--- src/rtl/serial_adder_pkg.sv ---
// Shared FSM encoding and sizing helper for the bit-serial adder.
package serial_adder_pkg;

  typedef enum logic [1:0] {
    ST_IDLE = 2'd0,
    ST_RUN  = 2'd1,
    ST_DONE = 2'd2
  } state_e;

  // Bit counter only has to reach WIDTH-1, but never narrower than one bit.
  function automatic int cnt_width(input int width);
    return (width <= 1) ? 1 : $clog2(width);
  endfunction

endpackage

--- src/rtl/half_adder.sv ---
// Single-bit half adder cell: sum and carry of two inputs.
module half_adder (
  input  logic a,
  input  logic b,
  output logic s,
  output logic c
);
  assign s = a ^ b;
  assign c = a & b;
endmodule

--- src/rtl/serial_adder_full_adder.sv ---
// One-bit full adder built from two half_adder cells and an OR for the carry.
module full_adder (
  input  logic a,
  input  logic b,
  input  logic ci,
  output logic s,
  output logic co
);
  logic s1, c1, c2;

  half_adder u_ha0 (.a(a),  .b(b),  .s(s1), .c(c1));
  half_adder u_ha1 (.a(s1), .b(ci), .s(s),  .c(c2));

  or u_or (co, c1, c2);
endmodule

--- src/rtl/serial_adder.sv ---
// Bit-serial WIDTH-bit adder: operands shifted LSB-first through one full adder,
// result returned on a valid/ready handshake after exactly WIDTH cycles.
module serial_adder
  import serial_adder_pkg::*;
#(
  parameter int WIDTH = 8
) (
  input  logic             clk,
  input  logic             rst_n,
  input  logic             start_valid,
  output logic             start_ready,
  input  logic [WIDTH-1:0] a,
  input  logic [WIDTH-1:0] b,
  input  logic             cin,
  output logic             sum_valid,
  input  logic             sum_ready,
  output logic [WIDTH-1:0] sum,
  output logic             cout,
  output logic             busy
);

  localparam int            CW       = cnt_width(WIDTH);
  localparam logic [CW-1:0] CNT_LAST = CW'(WIDTH - 1);

  state_e           state_q, state_d;
  logic [WIDTH-1:0] a_sh_q, a_sh_d;
  logic [WIDTH-1:0] b_sh_q, b_sh_d;
  logic [WIDTH-1:0] sum_sh_q, sum_sh_d;
  logic [WIDTH-1:0] sum_q, sum_d;
  logic             carry_q, carry_d;
  logic             cout_q, cout_d;
  logic [CW-1:0]    cnt_q, cnt_d;

  logic accept, last_bit, fa_s, fa_co;

  assign accept   = start_valid && (state_q == ST_IDLE);
  assign last_bit = (state_q == ST_RUN) && (cnt_q == CNT_LAST);

  full_adder u_fa (
    .a  (a_sh_q[0]),
    .b  (b_sh_q[0]),
    .ci (carry_q),
    .s  (fa_s),
    .co (fa_co)
  );

  always_ff @(posedge clk or negedge rst_n) begin
    if (!rst_n) state_q <= ST_IDLE;
    else        state_q <= state_d;
  end

  always_comb begin
    state_d = state_q;
    unique case (state_q)
      ST_IDLE: if (accept)                 state_d = ST_RUN;
      ST_RUN:  if (last_bit)               state_d = ST_DONE;
      ST_DONE: if (sum_ready)              state_d = ST_IDLE;
      default:                             state_d = ST_IDLE;
    endcase
  end

  always_comb begin
    start_ready = (state_q == ST_IDLE);
    sum_valid   = (state_q == ST_DONE);
    busy        = (state_q == ST_RUN) || (state_q == ST_DONE);
  end

  // The result registers capture on the final RUN edge so sum/cout stay frozen
  // through DONE, IDLE and the next operation until it completes.
  always_comb begin
    a_sh_d   = a_sh_q;
    b_sh_d   = b_sh_q;
    sum_sh_d = sum_sh_q;
    carry_d  = carry_q;
    cnt_d    = cnt_q;
    sum_d    = sum_q;
    cout_d   = cout_q;
    if (accept) begin
      a_sh_d  = a;
      b_sh_d  = b;
      carry_d = cin;
      cnt_d   = '0;
    end else if (state_q == ST_RUN) begin
      a_sh_d   = a_sh_q >> 1;
      b_sh_d   = b_sh_q >> 1;
      sum_sh_d = (sum_sh_q >> 1) | (WIDTH'(fa_s) << (WIDTH - 1));
      carry_d  = fa_co;
      cnt_d    = last_bit ? '0 : cnt_q + CW'(1);
      if (last_bit) begin
        sum_d  = sum_sh_d;
        cout_d = fa_co;
      end
    end
  end

  always_ff @(posedge clk or negedge rst_n) begin
    if (!rst_n) begin
      a_sh_q   <= '0;
      b_sh_q   <= '0;
      sum_sh_q <= '0;
      sum_q    <= '0;
      carry_q  <= 1'b0;
      cout_q   <= 1'b0;
      cnt_q    <= '0;
    end else begin
      a_sh_q   <= a_sh_d;
      b_sh_q   <= b_sh_d;
      sum_sh_q <= sum_sh_d;
      sum_q    <= sum_d;
      carry_q  <= carry_d;
      cout_q   <= cout_d;
      cnt_q    <= cnt_d;
    end
  end

  assign sum  = sum_q;
  assign cout = cout_q;

endmodule

--- config.mk ---
export PLATFORM = sky130hd
export DESIGN_NAME = serial_adder
export DESIGN_NICKNAME = d
export VERILOG_FILES = /design/src/rtl/serial_adder_pkg.sv /design/src/rtl/half_adder.sv /design/src/rtl/serial_adder_full_adder.sv /design/src/rtl/serial_adder.sv
export SDC_FILE = /design/constraint.sdc
export NUM_CORES = 1
export LEC_CHECK = 0
export ABC_CLOCK_PERIOD_IN_PS = 2060
export BUFFER_PORTS_ARGS = -buffer_cell sky130_fd_sc_hd__buf_2
export CAP_MARGIN = 5
export CORE_ASPECT_RATIO = 1.25
export CORE_MARGIN = 5
export CORE_UTILIZATION = 35
export DETAILED_ROUTE_END_ITERATION = 6
export GPL_ROUTABILITY_DRIVEN = 1
export HOLD_SLACK_MARGIN = 0.02
export PLACE_DENSITY_LB_ADDON = 0.12
export SLEW_MARGIN = 30
export SYNTH_ARGS = -nofsm -noshare
export SYNTH_HDL_FRONTEND = slang
export SYNTH_SLANG_ARGS = --single-unit
--- constraint.sdc ---
create_clock -name clk -period 2.06 [get_ports clk]
set_input_delay 0.103 -clock clk [delete_from_list [all_inputs] [get_ports clk]]
set_output_delay 0.103 -clock clk [all_outputs]
set_load 0.005 [all_outputs]
==> impl_metrics.tcl <==
set metrics [dict create \
    outcome "completed" \
    slew_headroom_pct 66.98 \
    grt_start_max_net_pins 39 \
    vias_per_cell 4.661 \
    crit_chain "inv_1, ha_1, buf_4, mux2_2" \
    ir_drop_v 0.0006007 \
    cts-root-buf "clkbuf_8" \
    synth_fa_ha_area_share_pct 5.551 \
    num_vias 1114 \
    finalSetupViolations 0 \
    routed_wl_mm 3.231 \
    power.switching_mw 0.9493 \
    layout-drive-gt1-share_pct 34.08 \
    p_sw_share_pct 33.33 \
    required_ps 2230 \
    power.total_mw 2.849 \
    netlist_area_um2 1713 \
    grt_pass1_vias 1209 \
    areaGrowthSynthToFinish_pct 20.96 \
    power.share.clock_pct 18.0 \
    drc 0 \
    start_util_pct 36.22 \
    critPathMaxFanout 22 \
    routedWlPerCell_um 13.52 \
    grt_overflow 0 \
    muxShareOfSynthArea_pct 21.77 \
    synth-xor-area-share_pct 0 \
    regArea_um2 950.9 \
    cts_resized 0 \
    stdcell_area_um2 2072 \
    hold_viol_final 0 \
    num_antenna_cells 0 \
    cts_setup_buffers 0 \
    synth_top_family_by_area "multiplexers" \
    io_buffers 32 \
    p_leak_nw 1.011 \
    cts_tree "yes" \
    hold_path_class "in2reg" \
    critPathCaptureType "register" \
    critPathArrivalTime_ps 2000 \
    synth_largest_area_cell "dfrtp_1" \
    drtIter0Drc 29 \
    rows 28 \
    insertion_delay_ps 280 \
    synthDistinctLibCells 19 \
    worst-setup-path-type "reg2reg" \
    gp_congestion 0.6949 \
    clk_path_buf_depth 2 \
    cp_slowest_stage_delay_ps 400 \
    nNetsFinal 206 \
    clock_skew_ps 3.443 \
    max-cap-violations 0 \
    rsz0062_at_grt "false" \
    design.core.area_um2 4730 \
    power_density_nw_per_um2 1375 \
    ys_seq_area_share_pct 55.51 \
    crit_buf_inv 2 \
    ant_nets 0 \
    post-route-period-util_pct 89.04 \
    dpl_cell_area_um2 1918 \
    clk_pin_slew_ps 70 \
    synth_area_leaders "dfrtp_1, mux2_2, mux2i_1, o21ai_0, ha_1" \
    syn_inst 138 \
    ios 33 \
    cts_sinks 38 \
    slew_violations 0 \
    dieArea_um2 6402 \
    pwr-share-seq_pct 44.3 \
    grt_pass1_wl_mm 5.878 \
    critPathSlowestCell "dfrtp_1" \
    dp_hpwl_mm 2.309 \
    cts.htree.levels 2 \
    hold_ws_ps 24.67 \
    final.min_clock_period_ps 1834 \
    p_comb_share_pct 37.7 \
    track_usage_pct 11.93 \
    fillers 455 \
    p_int_mw 1.899 \
    yosys.area.top_type_share_pct 55.51 \
    ctsHoldBuffers 6 \
    tightestPinTransition_ps 495.2 \
    synthSimpleGateAreaFrac_pct 7.597 \
    start_kind "register" \
    yosys_register_bits 38 \
    die_y_um 88.22 \
    fin_setup_tns_ps 0 \
    postSynthAreaPerCell_um2 12.41 \
    synth_fp_nets 166 \
    max_freq_mhz 545.2 \
    critical_path.top_delay_family "buffers and inverters" \
    cts_buffers 5 \
    first_pass_iters 4 \
    ys_warn_count 0 \
    fp.dieW_um 72.57 \
    synth_compound_area_share_pct 5.844 \
    multi_input_area_um2 698.2 \
    antenna_found_initial 0 \
]
## through the flow
stage	worst slack [ps]	std cells	utilization (%)
final	225.7	239	43.81
after global routing	103.5	239	43.81
after CTS	223.0	239	43.76
after detailed placement	238.1	225	40.56
after global placement	316.6	225	40.56
after floorplan	493.5	138	-
## layer usage
metal	track usage, %	share of wire [%]	up-vias
met5	0	0	-
met4	5.201	2.4	0
met3	4.659	6.4	8
met2	18.56	45	26
met1	14.71	46	525
li1	-	-	555
## cell usage in the layout (no fill, tap or decap)
| cell type | netlist | routed |
|---|---|---|
| a21oi_1 | 1 | 1 |
| a222oi_1 | 1 | 1 |
| and2_2 | 1 | 1 |
| buf_2 | 3 | 31 |
| buf_4 | 2 | 3 |
| clkbuf_1 | 1 | 1 |
| clkbuf_8 | 0 | 6 |
| clkinv_2 | 0 | 1 |
| dfrtp_1 | 38 | 38 |
| dlygate4sd3_1 | 0 | 6 |
| fa_1 | 1 | 1 |
| ha_1 | 6 | 6 |
| inv_1 | 5 | 5 |
| mux2_2 | 18 | 18 |
| mux2i_1 | 17 | 17 |
| nand2_1 | 18 | 18 |
| nand2b_1 | 3 | 3 |
| nand3_1 | 1 | 1 |
| nor2_1 | 3 | 3 |
| nor2_8 | 1 | 1 |
| o21ai_0 | 17 | 17 |
## worst register-to-register path, delay by kind of cell, from the launching register on
kind                       cells  cell delay, ps
adders and majority gates      1             400
DFF                            1             400
buffers and inverters          2             520
muxes                          1             400
## final timing paths
check | startpoint | end | slack [ps] | depth (start not counted)
hold / removal | a[0] | a_sh_q[0] | 20 | 3
setup / recovery | state_q[1] | sum_sh_q[5] | 230 | 4
setup reg to reg | state_q[1] | sum_sh_q[5] | 230 | 4
max in group asynchronous | rst_n | sum_sh_q[3] | 1390 | 2
hold reg to reg | sum[1] | sum[1] | 500 | 1
min in group asynchronous | rst_n | a_sh_q[2] | 330 | 2
## cell families (layout without fill, tap and decap cells)
| family | after synthesis | after routing |
|---|---|---|
| AND/OR/NAND/NOR | 27 | 27 |
| multiplexers | 35 | 35 |
| buffers and inverters | 12 | 53 |
| adder cells (fa/ha/maj) | 7 | 7 |
| AO/OA/AOI/OAI | 19 | 19 |
| flip-flops | 38 | 38 |
## synthesized netlist by cell type
cell      count
buf_6         1
nand2b_1      3
o21ai_0      17
and2_2        1
buf_2         3
ha_1          6
nor2_8        1
a222oi_1      1
clkbuf_1      1
a21oi_1       1
dfrtp_1      38
inv_1         5
mux2_2       18
mux2i_1      17
buf_4         2
nand2_1      18
nand3_1       1
fa_1          1
nor2_1        3
## power by group through the flow
stage          Clock [mW]  Combinational [mW]  Sequential (mW)
2_1_floorplan           0               0.840             1.22
3_3_place_gp            0                1.04             1.27
3_5_place_dp            0                1.08             1.29
4_1_cts             0.535                1.10             1.27
5_1_grt             0.565                1.24             1.32
6_report            0.511                1.07             1.26
## registers in the layout, indices dropped and copies added (netlist names)
register and cells:
a_sh_q 8, b_sh_q 8, sum 8, sum_sh_q 7, cnt_q 3, state_q 2
carry_q 1, cout 1
## final cells by class
cell class,instances,share of cell area (%)
inverter,5,0.9058
multi-input combinational,88,33.70
clock buffer,7,4.167
clock inverter,1,0.2415
timing repair buffer,40,11.47
sequential,38,45.89
tap,60,3.623
No activity file was read; power rests on OpenSTA's default activity.
